File: config.mk
export PLATFORM = sky130hd
export DESIGN_NAME = chain_seq_ctrl
export DESIGN_NICKNAME = d
export VERILOG_FILES = /design/src/rtl/chain_seq_ctrl.sv
export SDC_FILE = /design/constraint.sdc
export NUM_CORES = 1
export LEC_CHECK = 0
export BUFFER_PORTS_ARGS = -buffer_cell sky130_fd_sc_hd__buf_4
export CAP_MARGIN = 0
export CORE_AREA = 2 2 123 65
export CTS_CLUSTER_DIAMETER = 30
export DETAILED_ROUTE_END_ITERATION = 16
export DIE_AREA = 0 0 125 67
export PLACE_DENSITY = 0.78
export SLEW_MARGIN = 20
export SYNTH_ARGS = -nofsm -noshare
export SYNTH_HDL_FRONTEND = slang
export SYNTH_SLANG_ARGS = --single-unit
File: constraint.sdc
create_clock -name clk -period 2.92 [get_ports clk]
set_clock_uncertainty 0.15 [all_clocks]
set_input_delay 0.146 -clock clk [delete_from_list [all_inputs] [get_ports clk]]
set_output_delay 0.146 -clock clk [all_outputs]
set_load 0.01 [all_outputs]
File: src/rtl/chain_seq_ctrl.sv
// Register-chain sequencer: seeds r1, then walks r[i+1] = r[i] + STEP up to r[LAST]
// through one regfile write port, and shares the regfile read port with the LED display.
module chain_seq_ctrl #(
  parameter int DW   = 32,
  parameter int AW   = 5,
  parameter int LAST = 5,
  parameter logic [DW-1:0] STEP = {{(DW-1){1'b0}}, 1'b1}
) (
  input  logic          clk,
  input  logic          reset,
  input  logic          start,
  input  logic [7:0]    init_num,
  input  logic [7:0]    switch,
  output logic [AW-1:0] rf_raddr,
  input  logic [DW-1:0] rf_rdata,
  output logic          rf_we,
  output logic [AW-1:0] rf_waddr,
  output logic [DW-1:0] rf_wdata,
  output logic          busy,
  output logic          done,
  output logic [15:0]   led
);

  localparam logic [2:0] S_IDLE  = 3'd0;
  localparam logic [2:0] S_INIT  = 3'd1;
  localparam logic [2:0] S_READ  = 3'd2;
  localparam logic [2:0] S_WRITE = 3'd3;
  localparam logic [2:0] S_DONE  = 3'd4;

  logic [2:0]    state_reg, state_next;
  logic [AW-1:0] idx_reg, idx_next;
  logic [DW-1:0] tmp_reg, tmp_next;
  logic [15:0]   led_reg, led_next;
  logic [AW-1:0] idx_plus1;

  assign idx_plus1 = idx_reg + AW'(1);

  // Only the low AW switch bits select a register; the rest are deliberately ignored.
  generate
    if (AW < 8) begin : g_sw_unused
      logic unused_switch_bits;
      assign unused_switch_bits = ^switch[7:AW];
    end
  endgenerate

  always_comb begin
    state_next = state_reg;
    idx_next   = idx_reg;
    tmp_next   = tmp_reg;
    led_next   = led_reg;
    rf_we      = 1'b0;
    rf_waddr   = idx_plus1;
    rf_wdata   = tmp_reg + STEP;
    rf_raddr   = switch[AW-1:0];

    // The chain borrows the read port only in READ; the display keeps it otherwise.
    if (state_reg == S_READ) begin
      rf_raddr = idx_reg;
    end else begin
      led_next = rf_rdata[15:0];
    end

    case (state_reg)
      S_IDLE: begin
        if (start) state_next = S_INIT;
      end
      S_INIT: begin
        rf_we      = 1'b1;
        rf_waddr   = AW'(1);
        rf_wdata   = {{(DW-8){1'b0}}, init_num};
        idx_next   = AW'(1);
        state_next = S_READ;
      end
      S_READ: begin
        tmp_next   = rf_rdata;
        state_next = S_WRITE;
      end
      S_WRITE: begin
        rf_we = 1'b1;
        if (idx_plus1 == AW'(LAST)) begin
          state_next = S_DONE;
        end else begin
          idx_next   = idx_plus1;
          state_next = S_READ;
        end
      end
      S_DONE: begin
        if (start) state_next = S_INIT;
      end
      default: state_next = S_IDLE;
    endcase
  end

  always_ff @(posedge clk or posedge reset) begin
    if (reset) begin
      state_reg <= S_IDLE;
      idx_reg   <= '0;
      tmp_reg   <= '0;
      led_reg   <= '0;
    end else begin
      state_reg <= state_next;
      idx_reg   <= idx_next;
      tmp_reg   <= tmp_next;
      led_reg   <= led_next;
    end
  end

  assign busy = (state_reg == S_INIT) || (state_reg == S_READ) || (state_reg == S_WRITE);
  assign done = (state_reg == S_DONE);
  assign led  = led_reg;

endmodule

# [Word level (Yosys, flattened, before mapping)]
# Index checks and enable logic that the tools add are counted.
[totals] word_cells=29 input_bits=51 regBits=56
[op_classes] addsub=2 n_mux=9 n_reduce_logical=7 n_eq_ne=7
[op_table] cell="$add A32 B1 Y32 const B" count=1
[op_table] cell="$mux W32" count=1
[op_table] cell="$mux W5" count=3
[op_table] cell="$pmux W3 S4" count=1
[op_table] cell="$pmux W5 S2" count=1
[op_table] cell="$eq A3 B2 Y1 const B" count=2
[op_table] cell="$mux W3" count=2
[op_table] cell="$add A5 B1 Y5 const B" count=1
[op_table] cell="$eq A5 B3 Y1 const B" count=1
[op_table] cell="$reduce_or A2 Y1" count=2
[op_table] cell="$eq A3 B1 Y1 const B" count=1
[op_table] cell="$eq A3 B3 Y1 const B" count=1
[op_table] cell="$logic_not A3 Y1" count=1
[op_table] cell="$logic_or A1 B1 Y1" count=2
[op_table] cell="$ne A2 B1 Y1 const B" count=1
[op_table] cell="$ne A2 B2 Y1 const B" count=1
[op_table] cell="$reduce_and A2 Y1" count=1
[op_table] cell="$reduce_bool A2 Y1" count=1
[op_table] cell="$mux W1" count=1

# [Longest topological paths before layout]
# Gate-level depths: netlist of the first run.
[logic_depth] ltp_word=4 ltp_mapped=7

# [Worst setup path before layout of the first run]
# Ideal clock, no wire load.
[synth_timing] path_kind="register to output" startpoint="register tmp_reg[3]" endpoint="output rf_wdata[20]" n_path_buf=2 arrival_ns=1.910 path_stages_with_launch=7 setup_slack_ns=0.714 cell_sequence="dfrtp_1 nand4_1 buf_6 or4_4 buf_6 or3_1 a21oi_1"
[synth_via] elab_chain_len=2
[synth_lines] item="start: declaration" line_no="32" rtl="logic [DW-1:0] tmp_reg, tmp_next;"
[synth_lines] item="start signal: assignment" line_no="103" rtl="tmp_reg <= tmp_next;"
[synth_lines] item="$add A32 B1 Y32" line_no="53" rtl="rf_wdata = tmp_reg + STEP;"
[synth_lines] item="$mux W32" line_no="63" rtl="case (state_reg)"
[synth_lines] item="end: declaration" line_no="18" rtl="output logic [DW-1:0] rf_wdata,"
# Every way passes these cells.

# [Worst setup path after layout of the first run]
[layout_timing] startpoint="register tmp_reg[0]" endpoint="output rf_wdata[16]"
# Same word-level chain as after synthesis.

==> impl_metrics.env, run 1 <==
export IMPL_layout_commonest_cell="buf_4"
export IMPL_cts_buffers=5
export IMPL_die_area_um2=8380
export IMPL_gr_usage_all_layers_pct=21.0
export IMPL_avgSynthCellArea_um2=9.76
export IMPL_power_density_nw_per_um2=1060
export IMPL_endpoint_kind="output port"
export IMPL_start_kind="flip-flop"
export IMPL_post_cts_buffers=0
export IMPL_io_buffers=108
export IMPL_overflow=0
export IMPL_synth_main_ff_cell="dfrtp_1"
export IMPL_clk_latency_ns=0.30
export IMPL_drv_slew=0
export IMPL_std_cell_rows=22
export IMPL_critPathRequiredTime_ns=2.62
export IMPL_first_global_vias=2917
export IMPL_arrival_ns=2.48
export IMPL_drv_cap=0
export IMPL_final_nets=524
export IMPL_period_needed_ns=2.78
export IMPL_wl_um=8410
export IMPL_ir_drop_uv=474
export IMPL_crit_fanout=15
export IMPL_min_delay_path_class="reg -> reg"
export IMPL_status="finished, final reports clean"
export IMPL_io_pins=112
export IMPL_syn_cell_area_um2=3220
export IMPL_synth_net_count=384
export IMPL_core_area_um2=7210
export IMPL_ys_ff_latch=56
export IMPL_first_iter_violations=167
export IMPL_dp_hpwl_um=5840
export IMPL_setup_tns_final_ns=0
export IMPL_ys_seq_area_share_pct=43.5
export IMPL_timing_final_crit_share_pct=95.1
export IMPL_path_clk_slew_ns=0.07
export IMPL_postSynthCellCount=330
export IMPL_synth_cell_types=42
export IMPL_rsz0062_at_grt="no"
export IMPL_clock_root_buffer="clkbuf_16"
export IMPL_postSynth_asyncResetShare_pct=100
export IMPL_tightest_slew_ns=0.816
export IMPL_largest_register_ffs=32
export IMPL_clk_path_buf_depth=2
export IMPL_antenna_found_initial=0
export IMPL_cts_htree_levels=2
export IMPL_grt_max_degree=37
export IMPL_fmax_mhz=360
export IMPL_p_leak_nw=2.05
export IMPL_grt_pass1_wl_um=14000
export IMPL_drive_gt1_share_pct=38.5
export IMPL_hold_viol_final=0
export IMPL_cts_tree="done"
export IMPL_synth_edf_count=0
export IMPL_diodes=0
export IMPL_routed_via_density=5.23
export IMPL_final_cell_mix="116 x buf_4, 56 x dfrtp_1, 48 x mux2_2, 37 x nand2_1, 34 x dlygate4sd3_1"
export IMPL_area_growth_pct=43.9
export IMPL_vias=2960
export IMPL_clkSinkCount=56
export IMPL_drtPass1Iterations=4
export IMPL_setup_viol=0
export IMPL_drc=0
export IMPL_gp_congestion=0.817
export IMPL_relSlewSlack_pct=45.1
export IMPL_start_util_pct=44.7
export IMPL_fp_dieW_um=125
export IMPL_critPathKind="reg -> out"
export IMPL_hold_ws_ns=0.358
export IMPL_die_h_um=67
export IMPL_ant_nets=0
export IMPL_power_total_w=0.00491
export IMPL_yosys_warnings=0
export IMPL_post_drt_wl_per_cell_um=14.9
==> critical path: stages (launching register included) <==
cell and delay [ns]:
dfrtp_1 0.39, ha_1 0.21, nand2_1 0.15, or4_4 0.64, or3_2 0.43, a21oi_1 0.21, buf_4 0.16
==> final timing paths <==
kind                            start      endpoint  slack (ns)  cells after the start
max                        tmp_reg[0]  rf_wdata[16]        0.14                      6
min in group asynchronous       reset       led[12]        0.41                      3
max in group asynchronous       reset    tmp_reg[9]        1.56                      4
min reg2reg                    led[0]        led[0]        0.36                      1
max reg2reg                idx_reg[0]    idx_reg[0]        0.76                      5
min                            led[0]        led[0]        0.36                      1
==> cells in the mapped netlist (all sizes together) (3+ instances only) <==
library cell  instances  area [µm²]
dfrtp                56        1400
mux2                 48         541
nand2                37         139
a21oi                19        95.1
o21ai                19        95.1
nor2                 17        63.8
inv                  13        48.8
clkbuf               12        45.0
nand3                11        55.1
xnor2                10        87.6
nand4                 9        56.3
or3                   9        58.8
nand2b                8        50.1
nor3                  6        30.0
or4                   6        48.8
buf                   5        35.0
nor4                  5        31.3
o31ai                 5        37.5
xor2                  5        43.8
and3                  4        25.0
ha                    3        37.5
mux2i                 3        30.0
==> cell type report <==
cell class / instances / area [µm²]
Clock buffer: 7 / 153
Fill cell: 597 / 2580
Inverter: 13 / 48.8
Multi-Input combinational cell: 244 / 1700
Sequential cell: 56 / 1400
Tap cell: 96 / 120
Timing Repair Buffer: 150 / 1210
==> metal layers <==
layer / vias up / wire length [µm] / track usage (%)
li1: 1466 / - / -
met1: 1412 / 3650 / 25.8
met2: 72 / 4300 / 38.1
met3: 10 / 333 / 3.78
met4: 0 / 119 / 6.67
met5: - / 0 / 0
==> through the flow <==
| stage | util (%) | setup slack (ns) | std cells | instance area (µm²) |
|---|---|---|---|---|
| CTS | 64.3 | 0.183 | 566 | 4640 |
| floorplan | - | 0.714 | 330 | 3220 |
| finish | 64.3 | 0.143 | 566 | 4640 |
| global route | 64.3 | 0.00378 | 566 | 4640 |
| detailed placement | 57.4 | 0.515 | 525 | 4140 |
| global placement | 57.4 | 0.534 | 525 | 4140 |
==> repair_timing <==
action                     CTS  global route
hold endpoints to repair    83             0
hold buffers                34             0
gates resized for setup      0             0
setup endpoints to repair    0             0
==> power breakdown <==
part | internal, W | switching [W]
registers | 0.00116 | 0.000414
clock network | 0.000361 | 0.000272
logic | 0.00147 | 0.00124
total | 0.00299 | 0.00193
==> cell families (layout without fill, tap and decap cells) <==
kind of cell	Yosys count	after routing	share of synthesized area (%)
buffers and inverters	30	170	4.00
adder cells (fa/ha/maj)	3	3	1.17
XOR/XNOR	15	15	4.08
multiplexers	51	51	17.7
AO/OA/AOI/OAI	56	56	10.6
AND/OR/NAND/NOR	119	119	19.0
flip-flops	56	56	43.5
No activity file was read; power rests on OpenSTA's default activity.
==> inputs of run 2 (changes only) <==
Settings changed: BUFFER_PORTS_ARGS -buffer_cell sky130_fd_sc_hd__buf_4 to -buffer_cell sky130_fd_sc_hd__buf_2.
==> run 2 against run 1 <==
Net effect:
- fmax grew 1.0%
- sequential power barely moved
- sequential share of layout area increased by 1.9 points
- cell area shrank 5.8%
- clock power shrank 1%
- register-to-register slack got worse by 0.02 ns
- hold slack worse by 0.17 ns
- wire length down 2.3%
- core utilization is 3.7 points lower
- non-clock buffer count is the same
- setup slack better by 0.028 ns
- via count rose by 0.27%
- critical endpoint is now rf_wdata[28]
- largest power group unchanged
==> impl_metrics.env, run 2 (synthesis gave the netlist of run 1 again) <==
export IMPL_status="finished, final reports clean"
export IMPL_drv_slew=0
export IMPL_worstReg2RegStart="idx_reg[0]"
export IMPL_met2_usage_pct=37.0
export IMPL_endpoint_kind="output port"
export IMPL_r2r_end="idx_reg[1]"
export IMPL_min_delay_path_class="in -> async"
export IMPL_setup_viol=0
export IMPL_start_util_pct=44.7
export IMPL_antenna_found_initial=0
export IMPL_rr_worst_depth=5
export IMPL_power_density_nw_per_um2=1050
export IMPL_met1_usage_pct=23.9
export IMPL_clkSinkCount=56
export IMPL_cts_resized=0
export IMPL_gp_congestion=0.812
export IMPL_path_clk_slew_ns=0.07
export IMPL_cts_tree="done"
export IMPL_overflow=0
export IMPL_regToRegSetupSlack_ns=0.74
export IMPL_p_leak_nw=1.95
export IMPL_critPathKind="reg -> out"
export IMPL_std_cell_rows=22
export IMPL_critPathRequiredTime_ns=2.62
export IMPL_fp_dieW_um=125
export IMPL_drc=0
export IMPL_start_kind="flip-flop"
export IMPL_arrival_ns=2.45
export IMPL_largest_register_ffs=32
export IMPL_cts_buffers=5
export IMPL_drv_cap=0
export IMPL_hold_ws_ns=0.192
export IMPL_drtPass1Iterations=4
export IMPL_rsz0062_at_grt="no"
export IMPL_grt_pass1_wl_um=13400
export IMPL_holdBufCountCts=34
export IMPL_diodes=0
export IMPL_area_growth_pct=35.5
export IMPL_layout_commonest_cell="buf_2"
export IMPL_grt_max_degree=37
export IMPL_clk_latency_ns=0.29
export IMPL_ant_nets=0
export IMPL_post_cts_buffers=0
export IMPL_period_needed_ns=2.75
export IMPL_post_dp_cell_area_um2=3870
export IMPL_final_cell_mix="108 x buf_2, 56 x dfrtp_1, 48 x mux2_2, 37 x nand2_1, 34 x dlygate4sd3_1"
export IMPL_die_area_um2=8380
export IMPL_first_global_vias=2922
export IMPL_final_area_um2=4370
export IMPL_io_pins=112
export IMPL_die_h_um=67
export IMPL_setup_tns_final_ns=0
export IMPL_routed_via_density=5.24
export IMPL_dp_hpwl_um=5770
export IMPL_hold_viol_final=0
export IMPL_crit_fanout=15
export IMPL_io_buffers=108
export IMPL_clk_path_buf_depth=2
export IMPL_tightest_slew_ns=0.806
export IMPL_clock_root_buffer="clkbuf_16"
export IMPL_fmax_mhz=364
export IMPL_final_nets=524
export IMPL_relSlewSlack_pct=45.7
export IMPL_ir_drop_uv=493
export IMPL_first_iter_violations=131
export IMPL_core_area_um2=7210
export IMPL_vias=2968
export IMPL_post_drt_wl_per_cell_um=14.5
export IMPL_timing_final_crit_share_pct=94.1
export IMPL_power_total_w=0.00460
export IMPL_grt_busiest_layer="met2"
export IMPL_wl_um=8210
export IMPL_grt_util_met3_pct=3.69
export IMPL_cts_htree_levels=2
export IMPL_gr_usage_all_layers_pct=19.8
export IMPL_drive_gt1_share_pct=38.5
## run 2: cell counts in the layout (fill, tap and decap cells not counted)
No cell type changed its count.
## run 2: final cells by class
type / count / area, µm²
Fill cell: 618 / 2850
Multi-Input combinational cell: 244 / 1700
Sequential cell: 56 / 1400
Timing Repair Buffer: 150 / 941
Clock buffer: 7 / 153
Tap cell: 96 / 120
Inverter: 13 / 48.8
## run 2: per-layer routing
metal	routed length, µm	vias to the layer above
li1	-	1475
met1	3640	1405
met2	4190	74
met3	260	14
met4	117	0
met5	0	-
## run 2: worst max-delay path: stages, from the launching register on
cell	delay [ns]
dfrtp_1	0.39
ha_1	0.21
nand2_1	0.14
or4_4	0.64
or4_1	0.42
a21oi_1	0.18
buf_2	0.17
## run 2: power by group
part / leakage, nW / switching (W) / total, W / internal (W)
Clock: 0.0760 / 0.000264 / 0.000624 / 0.000361
Sequential: 0.653 / 0.000410 / 0.00157 / 0.00116
Combinational: 1.22 / 0.00121 / 0.00241 / 0.00119
## run 2: metrics by stage
step,setup WS [ns],utilization [%],instances
final,0.171,60.5,566
after global routing,0.0466,60.5,566
after CTS,0.182,60.5,566
after detailed placement,0.505,53.7,525
after floorplan,0.714,-,330
after global placement,0.524,53.7,525
## run 2: worst max path at each step
stage,start,slack (ns),end
floorplan,tmp_reg[3],0.71,rf_wdata[20]
global placement,tmp_reg[0],0.52,rf_wdata[16]
detailed placement,tmp_reg[0],0.50,rf_wdata[30]
CTS,tmp_reg[0],0.18,rf_wdata[30]
global route,tmp_reg[0],0.05,rf_wdata[30]
finish,tmp_reg[0],0.17,rf_wdata[28]
==> inputs of run 3 (changes only) <==
Settings changed: CORE_AREA 2 2 123 65 to 5 5 126 68, DIE_AREA 0 0 125 67 to 0 0 131 73, GPL_TIMING_DRIVEN set to 1, RECOVER_POWER set to 50.
==> run 3 against run 2 <==
Net effect:
- sequential share of layout area shrank 0.30 points
- highest routed layer unchanged
- clock power up 18%
- die area is 14% higher
- fmax grew 1.3%
- setup slack improved by 0.034 ns
- sequential power increased by 3%
- combinational power grew 2%
- clock-buffer cell count is the same
- core utilization shrank 2.1 points
- non-clock buffer count increased by 2
==> impl_metrics.env, run 3 (synthesis gave the netlist of run 1 again) <==
export IMPL_status="finished, final reports clean"
export IMPL_clk_latency_ns=0.30
export IMPL_drc=0
export IMPL_final_nets=526
export IMPL_clk_path_buf_depth=2
export IMPL_overflow=0
export IMPL_antenna_found_initial=0
export IMPL_multi_input_area_um2=1700
export IMPL_seqCellArea_um2=1400
export IMPL_ir_drop_uv=537
export IMPL_area_growth_pct=36.8
export IMPL_final_cell_mix="89 x buf_2, 56 x dfrtp_1, 48 x mux2_2, 37 x nand2_1, 33 x dlygate4sd3_1"
export IMPL_period_needed_ns=2.71
export IMPL_cts_tree="done"
export IMPL_io_buffers=108
export IMPL_start_kind="flip-flop"
export IMPL_placedCellCount=532
export IMPL_critPathKind="reg -> out"
export IMPL_fmax_mhz=368
export IMPL_core_area_um2=7540
export IMPL_drtPass1Iterations=6
export IMPL_instances_no_fill=573
export IMPL_rsz0062_at_grt="no"
export IMPL_die_h_um=73
export IMPL_relSlewSlack_pct=6.81
export IMPL_largest_register_ffs=32
export IMPL_path_cells="ha_1, nand2_1, or4_4, or4_1, a21oi_1, buf_2"
export IMPL_p_leak_nw=1.93
export IMPL_cts_htree_levels=2
export IMPL_routed_via_density=5.40
export IMPL_fp_dieW_um=131
export IMPL_hold_viol_final=0
export IMPL_crit_fanout=15
export IMPL_ant_nets=0
export IMPL_die_area_um2=9560
export IMPL_first_global_vias=3003
export IMPL_drive_gt1_share_pct=34.9
export IMPL_vias=3092
export IMPL_io_pins=112
export IMPL_cpMaxStageDelayCell="or4_4"
export IMPL_path_clk_slew_ns=0.07
export IMPL_critPathRequiredTime_ns=2.62
export IMPL_cts_buffers=5
export IMPL_clkSinkCount=56
export IMPL_std_cell_rows=23
export IMPL_arrival_ns=2.42
export IMPL_timing_final_crit_share_pct=93.0
export IMPL_cpLargestDelayFamily="simple AND/OR/NAND/NOR gates"
export IMPL_gr_usage_all_layers_pct=20.1
export IMPL_min_delay_path_class="in -> reg"
export IMPL_setup_tns_final_ns=0
export IMPL_diodes=0
export IMPL_dp_hpwl_um=6790
export IMPL_gp_congestion=0.879
export IMPL_drv_cap=0
export IMPL_power_density_nw_per_um2=1090
export IMPL_critPathBufInv=1
export IMPL_setup_viol=0
export IMPL_cts_resized=0
export IMPL_post_drt_wl_per_cell_um=16.3
export IMPL_grt_pass1_wl_um=14900
export IMPL_max_stage_delay_ns=0.55
export IMPL_post_cts_buffers=0
export IMPL_start_util_pct=42.7
export IMPL_clock_root_buffer="clkbuf_16"
export IMPL_first_iter_violations=219
export IMPL_tightest_slew_ns=1.40
export IMPL_wl_um=9350
export IMPL_layout_commonest_cell="buf_2"
export IMPL_grt_max_degree=57
export IMPL_drv_slew=0
export IMPL_fillCellCount=657
export IMPL_endpoint_kind="output port"
[run 3: power breakdown]
group	internal [W]	switching, W
clock network	0.000452	0.000282
registers	0.00116	0.000445
logic	0.00120	0.00124
total	0.00282	0.00197
[run 3: through the flow]
stage / total power [W] / hold slack [ns] / area, µm² / util, % / setup WS (ns)
global route: 0.00515 / 0.00550 / 4410 / 58.4 / 0.0822
detailed placement: 0.00406 / 0.206 / 3930 / 52.1 / 0.453
CTS: 0.00485 / 0.00518 / 4440 / 58.9 / 0.110
floorplan: 0.00308 / 0.0874 / 3220 / - / 0.714
global placement: 0.00395 / 0.198 / 3930 / 52.1 / 0.501
finish: 0.00479 / 0.00853 / 4410 / 58.4 / 0.206
[run 3: final timing paths]
path	from	cells past startpoint	slack [ns]	end
worst max-delay path	tmp_reg[0]	6	0.21	rf_wdata[28]
worst max register to register	state_reg[1]	4	0.58	tmp_reg[23]
worst min register to register	led[2]	1	0.36	led[2]
max in group asynchronous	reset	4	1.07	led[0]
min in group asynchronous	reset	4	0.71	led[10]
worst min-delay path	rf_rdata[5]	2	0.009	led[5]
[run 3: routing by layer]
| metal | wire length, µm | global-route usage, % | up-vias |
|---|---|---|---|
| met3 | 677 | 5.41 | 17 |
| met4 | 121 | 5.36 | 0 |
| met5 | 0 | 0 | - |
| met2 | 4130 | 30.7 | 127 |
| met1 | 4420 | 28.2 | 1469 |
| li1 | - | - | 1479 |
[run 3: what timing repair did]
action,4_1_cts,5_1_grt
hold buffers,33,0
setup endpoints to repair,0,2
hold endpoints to repair,104,0
[run 3: cell type report]
class                   count  area share, %
flip-flops and latches     56           31.8
repair buffers            152           21.6
multi-input cells         244           38.5
well taps                 100           2.84
clock inverters             1          0.681
clock buffers               7           3.46
inverters                  13           1.11
